==> config.mk <==
export PLATFORM = sky130hd
export DESIGN_NAME = vec_wb_arbiter
export DESIGN_NICKNAME = d
export VERILOG_FILES = /design/src/rtl/vec_wb_arbiter.sv
export SDC_FILE = /design/constraint.sdc
export NUM_CORES = 1
export LEC_CHECK = 0
export BUFFER_PORTS_ARGS = -buffer_cell sky130_fd_sc_hd__buf_2
export CAP_MARGIN = 10
export CORE_AREA = 2 2 410 412
export CTS_CLUSTER_DIAMETER = 40
export DETAILED_ROUTE_END_ITERATION = 10
export DIE_AREA = 0 0 412 414
export HOLD_SLACK_MARGIN = 0.03
export PLACE_DENSITY = 0.36
export REMOVE_ABC_BUFFERS = 1
export SYNTH_ARGS = -nofsm -noshare
export SYNTH_HDL_FRONTEND = slang
export SYNTH_SLANG_ARGS = --single-unit
==> constraint.sdc <==
create_clock -name clk -period 6.3 [get_ports clk]
set_input_delay 0.63 -clock clk [delete_from_list [all_inputs] [get_ports clk]]
set_output_delay 0.63 -clock clk [all_outputs]
set_load 0.02 [all_outputs]
==> src/rtl/vec_wb_arbiter.sv <==
// Three-way round-robin arbiter feeding a one-entry vector writeback stage.
// Ports: clk/rst, req_valid/req_ready + per-source data/addr in; wb_* out.
module vec_wb_arbiter #(
    parameter int N = 16,
    parameter int M = 16,
    parameter int A = 4
) (
    input  logic                clk,
    input  logic                rst,
    input  logic [2:0]          req_valid,
    output logic [2:0]          req_ready,
    input  logic [M-1:0][N-1:0] req_data0,
    input  logic [M-1:0][N-1:0] req_data1,
    input  logic [M-1:0][N-1:0] req_data2,
    input  logic [A-1:0]        req_addr0,
    input  logic [A-1:0]        req_addr1,
    input  logic [A-1:0]        req_addr2,
    output logic                wb_valid,
    input  logic                wb_ready,
    output logic [M-1:0][N-1:0] wb_data,
    output logic [A-1:0]        wb_addr,
    output logic [1:0]          wb_sel
);

    typedef enum logic {
        EMPTY = 1'b0,
        FULL  = 1'b1
    } state_t;

    state_t              state_q, state_d;
    logic [1:0]          rr_q, rr_d;
    logic [M-1:0][N-1:0] data_q, data_d;
    logic [A-1:0]        addr_q, addr_d;
    logic [1:0]          sel_q, sel_d;

    logic                load_en;
    logic                gnt_vld;
    logic [1:0]          gnt_idx;
    logic [2:0]          cand;

    always_ff @(posedge clk) begin
        if (rst) begin
            state_q <= EMPTY;
            rr_q    <= 2'd0;
            data_q  <= '0;
            addr_q  <= '0;
            sel_q   <= 2'b11;
        end else begin
            state_q <= state_d;
            rr_q    <= rr_d;
            data_q  <= data_d;
            addr_q  <= addr_d;
            sel_q   <= sel_d;
        end
    end

    always_comb begin
        state_d   = state_q;
        rr_d      = rr_q;
        data_d    = data_q;
        addr_d    = addr_q;
        sel_d     = sel_q;
        gnt_vld   = 1'b0;
        gnt_idx   = 2'd0;
        cand      = 3'd0;
        req_ready = 3'b000;

        load_en = (state_q == EMPTY) || wb_ready;

        // Walk rr_q+2 down to rr_q so the nearest source to the pointer wins.
        for (int k = 2; k >= 0; k--) begin
            cand = {1'b0, rr_q} + 3'(k);
            if (cand >= 3'd3) begin
                cand = cand - 3'd3;
            end
            if (req_valid[cand[1:0]]) begin
                gnt_vld = 1'b1;
                gnt_idx = cand[1:0];
            end
        end

        if (load_en && !rst && gnt_vld) begin
            req_ready = 3'b001 << gnt_idx;
            state_d   = FULL;
            sel_d     = gnt_idx;
            rr_d      = (gnt_idx == 2'd2) ? 2'd0 : gnt_idx + 2'd1;
            unique case (gnt_idx)
                2'd0: begin
                    data_d = req_data0;
                    addr_d = req_addr0;
                end
                2'd1: begin
                    data_d = req_data1;
                    addr_d = req_addr1;
                end
                default: begin
                    data_d = req_data2;
                    addr_d = req_addr2;
                end
            endcase
        end else if (state_q == FULL && wb_ready) begin
            // Drain: data/addr keep their last value, only sel goes idle.
            state_d = EMPTY;
            sel_d   = 2'b11;
        end
    end

    assign wb_valid = (state_q == FULL);
    assign wb_data  = data_q;
    assign wb_addr  = addr_q;
    assign wb_sel   = sel_q;

endmodule

# [Yosys cells after proc, flatten, opt, wreduce, memory -nomap -nowiden]
# Cells that the tools add are included.
[word_totals] register_bits=265 input_bits=786 elab_cells=66
[op_classes] addsub=6 order_cmp=6 n_eq_ne=2 n_shift=1 mux=23 bitwise_logic=1 n_reduce_logical=7
[op_table] operator="$pmux W256 S2" n=1
[op_table] operator="$mux W2" n=9
[op_table] operator="$lt A2 B3 Y1 const B" n=3
[op_table] operator="$mux W1" n=8
[op_table] operator="$pmux W4 S2" n=1
[op_table] operator="$bmux W1 S2" n=3
[op_table] operator="$ge A3 B2 Y1 const B" n=2
[op_table] operator="$sub A2 B2 Y2 const B" n=3
[op_table] operator="$add A2 B1 Y3 const B" n=1
[op_table] operator="$add A2 B2 Y3 const B" n=1
[op_table] operator="$logic_and A1 B1 Y1" n=3
[op_table] operator="$mux W3" n=1
[op_table] operator="$shl A1 B2 Y3 const A" n=1
[op_table] operator="$add A2 B1 Y2 const B" n=1
[op_table] operator="$eq A2 B1 Y1 const B" n=1
[op_table] operator="$eq A2 B2 Y1 const B" n=1
[op_table] operator="$ge A2 B2 Y1 const B" n=1
[op_table] operator="$logic_not A2 Y1" n=1
[op_table] operator="$reduce_bool A2 Y1" n=1
[op_table] operator="$logic_not A1 Y1" n=1
[op_table] operator="$logic_or A1 B1 Y1" n=1
[op_table] operator="$not A1 Y1" n=1

# [Depth between registers and ports, before layout]
# Gate-level depths: netlist (run 1).
[depth] word_depth=10 ltp_mapped=11 mapped_depth_nobuf=7

# [Least setup slack after synthesis (run 1)]
# No wires, ideal clock.
[synth_timing] kind="register -> output" start="register rr_q[0]" end="output port req_ready[0]" t_arrival_ps=2187 t_required_ps=5670 slack_ps=3483 path_stages_with_launch=10 n_path_buf=2 cell_sequence="dfxtp_1 inv_1 ha_1 nand2b_1 o221a_1 a311oi_2 buf_2 buf_4 nand2_1 nor2_1"
[synth_via] elab_chain_cells=10 word_cells_on_any_way=26 classes_between="add/sub (5); order compare (3); shift (1); mux (16); reduce/logical (1)"
[synth_rtl] item="start, declared" line="31" rtl="logic [1:0] rr_q, rr_d;"
[synth_rtl] item="start signal, assigned" line="50" rtl="rr_q <= rr_d;"
[synth_rtl] item="$add A2 B2 Y3" line="72" rtl="cand = {1'b0, rr_q} + 3'(k);"
[synth_rtl] item="$ge A3 B2 Y1 / $sub A2 B2 Y2 (equally long branches)" line="73, 74"
[synth_rtl] item="$mux W2" line="73" rtl="if (cand >= 3'd3) begin"
[synth_rtl] item="$bmux W1 S2" line="76" rtl="if (req_valid[cand[1:0]]) begin"
[synth_rtl] item="$mux W1 (not written as such)" line="76"
[synth_rtl] item="$mux W2 / $mux W1 (equally long branches) (3 in a row)" line="76"
[synth_rtl] item="$shl A1 B2 Y3 / $logic_and A1 B1 Y1 (equally long branches)" line="83, 82"
[synth_rtl] item="$mux W3 (*)" line="82" rtl="if (load_en && !rst && gnt_vld) begin"
[synth_rtl] item="end, declared" line="11" rtl="output logic [2:0] req_ready,"
# Every way passes the cells marked *; elsewhere a longest branch is shown, timed or not. The select of a mux whose other input is x is not followed.

# [Worst setup path in the final report (run 1)]
[layout_timing] start="register rr_q[1]" end="output port req_ready[2]"
# Same word-level chain as after synthesis.

==> results by group, run 1 <==
Setup path
  – Buf+Inv Stages, Crit Path: 3
  – WP depth: 9
  – CP endpoint kind: output pin
  – Type of origin of the critical path: register
  – Crit-path cells: inv_1, ha_1, mux2i_1, o221a_1, a311oi_4, buf_4, nand2_1, nor2_1, buf_2
  – Slowest-stage cell, CP: ha_1
  – Worst Path Arrival: 3.32 ns
  – Worst path top cell family by delay: compound AO/OA/AOI/OAI gates
  – Worst path required time: 5.67 ns
  – Critical path class: register to output pin
  – R2r worst-path depth: 8
  – CP max stage delay: 0.50 ns
  – CP max FO: 18

Global route
  – Vias in the first global route: 17,400
  – Initial antenna violation count: 110
  – GRT Residual Overflow: 0
  – First-pass GRT wire length: 160,000 um
  – Largest net degree at the start of global routing: 193
  – GRT Util Overall: 0.138

Drt
  – Avg WL per Cell: 25.6 um
  – Vias per cell: 3.74
  – ANT nets after route: 0
  – Pre-Repair DR Iteration Count: 6
  – DR vias: 18,000
  – # DRC: 0
  – Starting DRT DRC Count: 1,103
  – DRT Wirelength: 123,000 um

Min path
  – Hold path depth: 3
  – Hold/Removal Path Class: input pin to register

Die
  – Core Region: 166,000 um2
  – Die Span Y: 414 um
  – Cell row count: 150
  – Die area: 171,000 um2
  – Initial Util: 0.0769
  – Die Wd: 412 um
  – # IOs: 1,052

Timing
  – Slew Limit Fails: 0
  – Final setup fails: 0
  – Tmin final: 3.95 ns
  – Rel. slew slack: 0.172
  – TNS Setup: 0 ns
  – Worst Skew: 0.0184 ns
  – Min Hold Slack: 0.239 ns
  – Period Utilization, post-route: 0.627
  – Peak Freq: 253 MHz
  – Least-Margin Pin Slew: 1.24 ns
  – Unrepaired setup endpoints after global routing: false
  – Endpoints failing hold: 0

Layout
  – Fillers: 19,300
  – Post-route cell area: 23,200 um2
  – Most frequent cells in the layout: buf_2, dfxtp_1, a21oi_1
  – Layout cells sized above 1: 0.475
  – Area grow syn2layout: 81.3%
  – Most common cell after layout, fill and taps aside: buf_2
  – Fin util: 0.139
  – Total Nets Final: 3,310

Flow run
  – Max Cap Viol: 0

Logic synthesis
  – Yosys warning total: 0
  – Post-Syn Instances: 1,560
  – Seq/Total Area, Yosys: 0.415
  – Post-synthesis cell type count: 37
  – Async S/R FF share, synth: 0
  – Synth Area in Compound Gates: 0.395
  – Synth Register Bits: 265
  – Adder-Cell Fraction of Synth Area: 0.00293
  – Post-synthesis mux area share: 0.00156
  – Mapped Area: 12,800 um2
  – Top_reg_cell synth: dfxtp_1
  – Synth Area in XOR/XNOR: 0
  – Simple-gate share of the synthesized area: 0.112
  – Combinational family with the most area after synthesis: compound AO/OA/AOI/OAI gates
  – Number of flops mapped to enable cells by yosys: 0
  – Mapped Avg Cell Area: 8.20 um2

Placement
  – HPWL after detailed placement: 101,000 um
  – DP Area: 20,200 um2
  – Placer Congestion: 0.920
  – IO buf count: 1,051

Power and ir drop
  – VDD IR-drop max: 0.000200 V
  – Pwr Density: 590 nW/um2
  – Leak Pwr: 9.98 nW
  – Tot Pwr: 0.0137 W

CTS
  – Post-CTS sizing: 0
  – Insertion delay to the later sink of the worst-skew pair: 0.65 ns
  – Clk root buf: clkbuf_16
  – Post-CTS setup buffer count: 0
  – CTS Sinks: 265
  – CTS tree: built
  – CTS max path bufs: 3
  – Depth of the CTS H-tree: 3
  – Reg clk slew, reported paths: 0.05 ns
  – Cts bufs inserted: 81
  – Post-CTS Hold Buffers: 0

Outcome
  – Outcome: finished, final reports clean
==> worst register-to-register path, cell delays in order (launching register included) <==
cell and delay, ns:
dfxtp_1 0.32, inv_1 0.08, ha_1 0.50, mux2i_1 0.21
o221a_1 0.31, a311oi_4 0.41, buf_4 0.40, buf_12 0.41
a31oi_1 0.71
==> Yosys cell counts, types with 2 or more instances <==
| master | instances | area [um2] |
|---|---|---|
| clkbuf_1 | 83 | 312 |
| or3_1 | 2 | 12.5 |
| nor2b_1 | 6 | 37.5 |
| a21oi_1 | 261 | 1310 |
| o21ai_1 | 2 | 10.0 |
| buf_4 | 10 | 75.1 |
| inv_1 | 4 | 15.0 |
| nor2_1 | 5 | 18.8 |
| buf_2 | 108 | 541 |
| ha_1 | 3 | 37.5 |
| o2111ai_1 | 2 | 17.5 |
| a21o_1 | 2 | 15.0 |
| and2_1 | 4 | 25.0 |
| mux2i_1 | 2 | 20.0 |
| a22oi_1 | 260 | 1950 |
| o21a_1 | 2 | 15.0 |
| dfxtp_1 | 265 | 5310 |
| nand2_1 | 2 | 7.51 |
| nand3_1 | 260 | 1300 |
| a31oi_1 | 260 | 1630 |
==> layout make-up <==
class | instances | area, um2 | share of cell area
inverters | 5 | 26.3 | 0.00113
clock inverters | 52 | 726 | 0.0313
repair buffers | 1080 | 5540 | 0.239
flip-flops and latches | 265 | 5310 | 0.229
clock buffers | 99 | 2200 | 0.0947
multi-input cells | 1088 | 6580 | 0.284
well taps | 2204 | 2760 | 0.119
diodes | 25 | 62.6 | 0.00270
==> worst paths after layout <==
kind	start	to	slack [ns]
max	rr_q[1]	req_ready[2]	2.35
min	req_data0[131]	wb_data[131]	0.24
max reg2reg	rr_q[1]	wb_data[161]	2.78
min reg2reg	wb_data[243]	wb_data[243]	0.50
==> power breakdown <==
| group | internal, W | switching [W] |
|---|---|---|
| Clock | 0.00308 | 0.00138 |
| Sequential | 0.00254 | 0.000484 |
| Combinational | 0.00173 | 0.00448 |
==> metrics by stage <==
step	instances	worst slack, ns
2_1_floorplan	1358	-13.38
3_3_place_gp	4642	2.90
3_5_place_dp	4642	2.91
4_1_cts	4793	2.23
5_1_grt	4799	2.06
6_report	4818	2.35
==> flip-flops by register name, summed over array words and instances, names as in the netlist <==
name	flops
rr_q	2
wb_addr	4
wb_data	256
wb_sel	2
wb_valid	1
==> metal layers <==
metal	GRT usage	wire (um)
met1	0.168	50800
met2	0.219	55500
met3	0.0629	13200
met4	0.0374	3220
met5	0	569
==> cell families after synthesis <==
logic type / after synthesis
flops: 265
mux: 2
buf+inv: 207
fa+ha+maj: 3
compound gates: 800
simple gates: 283
(Power assumes the default switching activity.)
==> run 2, diff against run 1 <==
Settings changed: CORE_AREA 2 2 410 412 to 2 2 406 408, DIE_AREA 0 0 412 414 to 0 0 408 410.
Clock period 6.3 ns to 3.9 ns, I/O delays scaled along.
==> results by group, run 2 (synthesized netlist as in run 1, its figures left out) <==
Drt
  – Pre-Repair DR Iteration Count: 6 (unchanged)
  – DRT Wirelength: 122,000 um (was 123,000 um)
  – Avg WL per Cell: 23.5 um (was 25.6 um)
  – # DRC: 0 (unchanged)
  – Starting DRT DRC Count: 1,217 (was 1,103)
  – DR vias: 19,300 (was 18,000)
  – Vias per cell: 3.73 (was 3.74)
  – ANT nets after route: 0 (unchanged)

Timing
  – Least-Margin Pin Slew: 0.743 ns (was 1.24 ns)
  – Period Utilization, post-route: 0.933
  – Rel. slew slack: 0.505 (was 0.172)
  – Peak Freq: 275 MHz
  – TNS Setup: 0 ns (unchanged)
  – Endpoints failing hold: 0 (unchanged)
  – Slew Limit Fails: 0 (unchanged)
  – Unrepaired setup endpoints after global routing: false (unchanged)
  – Worst Skew: 0.0405 ns (was 0.0184 ns)
  – Final setup fails: 0 (unchanged)
  – Tmin final: 3.64 ns

Power and ir drop
  – Leak Pwr: 11.8 nW (was 9.98 nW)
  – Reg power frac: 0.215 (was 0.221)
  – Switch Pwr: 0.0103 W (was 0.00635 W)
  – Pwr Density: 841 nW/um2 (was 590 nW/um2)
  – Pint: 0.0125 W (was 0.00735 W)
  – VDD IR-drop max: 0.000329 V (was 0.000200 V)
  – Sw Ratio: 0.451 (was 0.463)
  – Clock power share: 0.283 (was 0.326)
  – Comb power frac: 0.502 (was 0.453)
  – Tot Pwr: 0.0228 W (was 0.0137 W)

Flow run
  – Max Cap Viol: 0 (unchanged)

CTS
  – Depth of the CTS H-tree: 3 (unchanged)
  – Clk root buf: clkbuf_16 (unchanged)
  – Insertion delay to the later sink of the worst-skew pair: 0.65 ns (about the same)
  – CTS max path bufs: 3 (unchanged)
  – CTS tree: built (unchanged)
  – Reg clk slew, reported paths: 0.05 ns (about the same)
  – Cts bufs inserted: 74 (was 81)
  – CTS Sinks: 265 (unchanged)

Layout
  – Total Nets Final: 3,720 (was 3,310)
  – Area grow syn2layout: 112% (was 81.3%)
  – Most frequent cells in the layout: buf_2, dlygate4sd3_1, dfxtp_1, a21oi_1 (was buf_2, dfxtp_1, a21oi_1)
  – Layout cells sized above 1: 0.417 (was 0.475)
  – Fin util: 0.166 (was 0.139)
  – Most common cell after layout, fill and taps aside: buf_2 (unchanged)
  – Max reg flops: 256 (unchanged)
  – Fillers: 18,900 (was 19,300)

Setup path
  – CP max stage delay: 0.57 ns (was 0.50 ns)
  – CP endpoint kind: register (was output pin)
  – Critical path class: register to register (was register to output pin)
  – Worst Path Arrival: 4.23 ns (was 3.32 ns)
  – Crit-path cells: inv_1, ha_1, mux2i_1, o221a_1, a311oi_4, buf_12, buf_4, a21oi_1, a31oi_1, dlygate4sd3_1 (was inv_1, ha_1, mux2i_1, o221a_1, a311oi_4, buf_4, nand2_1, nor2_1, buf_2)
  – CP max FO: 55 (was 18)
  – Type of origin of the critical path: register (unchanged)
  – Slowest-stage cell, CP: dlygate4sd3_1 (was ha_1)
  – Worst path required time: 4.49 ns (was 5.67 ns)

Global route
  – GRT Util Overall: 0.139 (was 0.138)
  – Initial antenna violation count: 84 (was 110)
  – Vias in the first global route: 18,900 (was 17,400)
  – First-pass GRT wire length: 161,000 um (was 160,000 um)
  – GRT Residual Overflow: 0 (unchanged)
  – Largest net degree at the start of global routing: 92 (was 193)

Min path
  – Hold/Removal Path Class: input pin to register (unchanged)

Placement
  – HPWL after detailed placement: 99,100 um (was 101,000 um)
  – Placer Congestion: 0.883 (was 0.920)
  – IO buf count: 1,051 (unchanged)

Die
  – Core Region: 163,000 um2 (was 166,000 um2)
  – Die Wd: 408 um (was 412 um)
  – Die Span Y: 410 um (was 414 um)
  – # IOs: 1,052 (unchanged)
  – Cell row count: 149 (was 150)
  – Die area: 167,000 um2 (was 171,000 um2)
  – Initial Util: 0.0782 (was 0.0769)

Outcome
  – Outcome: finished, final reports clean (unchanged)
-- run 2: stage by stage --
| stage | area (um2) | cells | setup WS (ns) | hold slack [ns] |
|---|---|---|---|---|
| global placement | 20700 | 4665 | 0.763 | 0.494 |
| global route | 27100 | 5182 | 0.00276 | 0.0559 |
| CTS | 27100 | 5174 | 0.209 | 0.0303 |
| finish | 27100 | 5191 | 0.261 | 0.0970 |
| floorplan | 11900 | 1358 | -15.54 | 0.462 |
| detailed placement | 20700 | 4665 | 0.745 | 0.498 |
-- run 2: critical path: cells and delay by family (launching register included) --
kind	cells	cell delay (ns)
AO/OA/AOI/OAI	4	1.00
adder cells (fa/ha/maj)	1	0.47
buffers and inverters	4	1.47
flip-flops	1	0.32
multiplexers	1	0.21
-- run 2: timing repair --
action,CTS,global route
buffers inserted,0,0
resized for setup,0,0
endpoints found under the hold margin,245,0
hold buffers,379,0
-- run 2: final cells by class --
class	count	area, um2	share of cell area
multi-input cells	1088	6580	0.243
inverters	5	26.3	0.000969
clock buffers	99	2110	0.0777
diodes	17	42.5	0.00157
clock inverters	31	459	0.0169
flip-flops and latches	265	5310	0.196
repair buffers	1497	9840	0.363
well taps	2189	2740	0.101
-- run 2: final timing paths --
check                           slack, ns     startpoint  cells past startpoint      endpoint
worst min register to register       0.50   wb_data[158]                      2  wb_data[158]
worst max register to register       0.26        rr_q[1]                     10  wb_data[216]
worst max-delay path                 0.26        rr_q[1]                     10  wb_data[216]
worst min-delay path                  0.1  req_data0[26]                      3   wb_data[26]
-- run 2: per-layer routing --
| layer | part of all wire | global-route usage | up-vias |
|---|---|---|---|
| li1 | - | - | 8948 |
| met1 | 0.41 | 0.166 | 9254 |
| met2 | 0.47 | 0.229 | 831 |
| met3 | 0.082 | 0.0479 | 236 |
| met4 | 0.036 | 0.0500 | 80 |
| met5 | 0.0040 | 0 | - |
-- run 2: power groups by stage --
stage,Clock [W],Sequential [W],Combinational [W]
3_5_place_dp,0,0.00492,0.0106
4_1_cts,0.00665,0.00489,0.0117
2_1_floorplan,0,0.00520,0.00339
6_report,0.00645,0.00489,0.0115
5_1_grt,0.00677,0.00505,0.0122
3_3_place_gp,0,0.00489,0.0106
==> run 3, diff against run 2 <==
Settings changed: SETUP_SLACK_MARGIN set to 0.5.
==> results by group, run 3 (synthesized netlist as in run 1, its figures left out) <==
Timing
  – Min Hold Slack: 0.0961 ns (was 0.0970 ns)
  – TNS Setup: 0 ns (unchanged)
  – Slew Limit Fails: 0 (unchanged)
  – Tmin final: 3.28 ns (was 3.64 ns)
  – Unrepaired setup endpoints after global routing: false (unchanged)
  – Peak Freq: 305 MHz (was 275 MHz)
  – Final setup fails: 0 (unchanged)
  – Least-Margin Pin Slew: 0.703 ns (was 0.743 ns)
  – Rel. slew slack: 0.518 (was 0.505)
  – Endpoints failing hold: 0 (unchanged)
  – Setup WS post-layout: 0.619 ns (was 0.261 ns)
  – Period Utilization, post-route: 0.841 (was 0.933)
  – Worst Skew: 0.0416 ns (was 0.0405 ns)

Power and ir drop
  – Switch Pwr: 0.0104 W (was 0.0103 W)
  – Reg power frac: 0.215 (about the same)
  – Sw Ratio: 0.454 (was 0.451)
  – VDD IR-drop max: 0.000327 V (was 0.000329 V)
  – Pwr Density: 820 nW/um2 (was 841 nW/um2)
  – Clock power share: 0.283 (about the same)
  – Comb power frac: 0.503 (was 0.502)
  – Leak Pwr: 12.0 nW (was 11.8 nW)
  – Pint: 0.0125 W (about the same)

Placement
  – Placer Congestion: 0.883 (unchanged)
  – Cell count after placement: 4,665 (unchanged)
  – IO buf count: 1,051 (unchanged)
  – Place WS: 0.745 ns (unchanged)
  – HPWL after detailed placement: 99,100 um (unchanged)

Layout
  – Finished Layout Cells: 5,261 (was 5,191)
  – Layout cells sized above 1: 0.417 (about the same)
  – Max reg flops: 256 (unchanged)
  – Area grow syn2layout: 118% (was 112%)
  – Most common cell after layout, fill and taps aside: buf_2 (unchanged)
  – Most frequent cells in the layout: buf_2, dlygate4sd3_1, dfxtp_1, a21oi_1 (unchanged)
  – Total Nets Final: 3,788 (was 3,720)

Min path
  – Hold/Removal Path Class: input pin to register (unchanged)

CTS
  – Clk root buf: clkbuf_16 (unchanged)
  – CTS Sinks: 265 (unchanged)
  – Insertion delay to the later sink of the worst-skew pair: 0.65 ns (about the same)
  – CTS tree: built (unchanged)
  – Depth of the CTS H-tree: 3 (unchanged)
  – CTS max path bufs: 3 (unchanged)
  – Cts bufs inserted: 74 (unchanged)
  – Reg clk slew, reported paths: 0.05 ns (about the same)

Setup path
  – Worst Path Arrival: 3.86 ns (was 4.23 ns)
  – Type of origin of the critical path: register (unchanged)
  – Flop2flop setup slack: 0.62 ns (was 0.26 ns)
  – Worst path top cell family by delay: buffers and inverters (unchanged)
  – Crit-path cells: inv_1, ha_2, mux2i_1, o221a_4, buf_12, buf_12, buf_12, a22oi_1, dlygate4sd3_1, a31oi_1 (was inv_1, ha_1, mux2i_1, o221a_1, a311oi_4, buf_12, buf_4, a21oi_1, a31oi_1, dlygate4sd3_1)
  – CP max stage delay: 0.63 ns (was 0.57 ns)
  – Worst path required time: 4.48 ns (was 4.49 ns)
  – Slowest-stage cell, CP: mux2i_1 (was dlygate4sd3_1)
  – Most used cell, CP: buf_12
  – CP max FO: 35 (was 55)
  – CP endpoint kind: register (unchanged)
  – Critical path class: register to register (unchanged)
  – Buf+Inv Stages, Crit Path: 5 (was 4)

Drt
  – DRT Wirelength: 124,000 um (was 122,000 um)
  – Pre-Repair DR Iteration Count: 5 (was 6)
  – Vias per cell: 3.75 (was 3.73)
  – DR vias: 19,700 (was 19,300)
  – Avg WL per Cell: 23.6 um (was 23.5 um)
  – ANT nets after route: 0 (unchanged)
  – # DRC: 0 (unchanged)
  – Starting DRT DRC Count: 1,325 (was 1,217)

Die
  – Cell row count: 149 (unchanged)
  – # IOs: 1,052 (unchanged)
  – Core Region: 163,000 um2 (unchanged)
  – Die Span Y: 410 um (unchanged)
  – Initial Util: 0.0782 (unchanged)
  – Die area: 167,000 um2 (unchanged)
  – Die Wd: 408 um (unchanged)

Global route
  – Initial antenna violation count: 78 (was 84)
  – GRT Util Overall: 0.140 (was 0.139)
  – Vias in the first global route: 19,100 (was 18,900)
  – GRT Residual Overflow: 0 (unchanged)
  – First-pass GRT wire length: 162,000 um (was 161,000 um)
  – Largest net degree at the start of global routing: 92 (unchanged)

Flow run
  – Max Cap Viol: 0 (unchanged)

Outcome
  – Outcome: finished, final reports clean (unchanged)
==> run 3: cell count changes in the layout (fill, tap and decap cells not counted), sizes merged <==
cell / change
diode: +2
bufbuf: +1
buf: +17
clkbuf: +2
o221a: +1
nand2: +1
dlygate4sd3: +46
==> run 3: stage by stage <==
step	total power (W)	cell area, um2	utilization
finish	0.0228	27800	0.170
global placement	0.0155	20700	0.127
CTS	0.0231	27600	0.169
floorplan	0.00859	11900	-
detailed placement	0.0155	20700	0.127
global route	0.0241	27800	0.170
==> run 3: timing repair <==
item | CTS | global route
cloned | 2 | 3
endpoints found under the hold margin | 245 | 0
pin swaps | 3 | 3
buffers inserted | 4 | 13
endpoints found under the setup margin | 3 | 73
gates resized for setup | 2 | 3
hold buffers | 425 | 0
==> run 3: worst paths after layout <==
| check | start | to | cells past startpoint |
|---|---|---|---|
| max reg2reg | rr_q[0] | wb_data[176] | 10 |
| max | rr_q[0] | wb_data[176] | 10 |
| min reg2reg | wb_data[91] | wb_data[91] | 2 |
| min | req_data0[26] | wb_data[26] | 3 |
==> run 3: worst min-delay path, cell delays in order <==
cell and delay (ns):
buf_2 0.11, nand3_1 0.08, a31oi_1 0.08
==> run 3: power by group through the flow <==
stage	clock, W	combinational (W)	sequential, W
CTS	0.00665	0.0116	0.00489
detailed placement	0	0.0106	0.00492
finish	0.00645	0.0115	0.00489
floorplan	0	0.00339	0.00520
global route	0.00677	0.0122	0.00506
global placement	0	0.0106	0.00489
==> run 3: routing by layer <==
| metal | global-route usage | vias up | wire length, um |
|---|---|---|---|
| met3 | 0.0475 | 235 | 10800 |
| met5 | 0 | - | 441 |
| met4 | 0.0497 | 72 | 4210 |
| met2 | 0.230 | 896 | 57800 |
| met1 | 0.168 | 9417 | 51000 |
| li1 | - | 9088 | - |
==> run 3: layout make-up <==
class / count / area, um2
Fill cell: 18800 / 136000
Timing Repair Buffer: 1563 / 10500
Multi-Input combinational cell: 1090 / 6620
Sequential cell: 265 / 5310
Tap cell: 2189 / 2740
Clock buffer: 99 / 2110
Clock inverter: 31 / 459
Antenna cell: 19 / 47.5
Inverter: 5 / 26.3
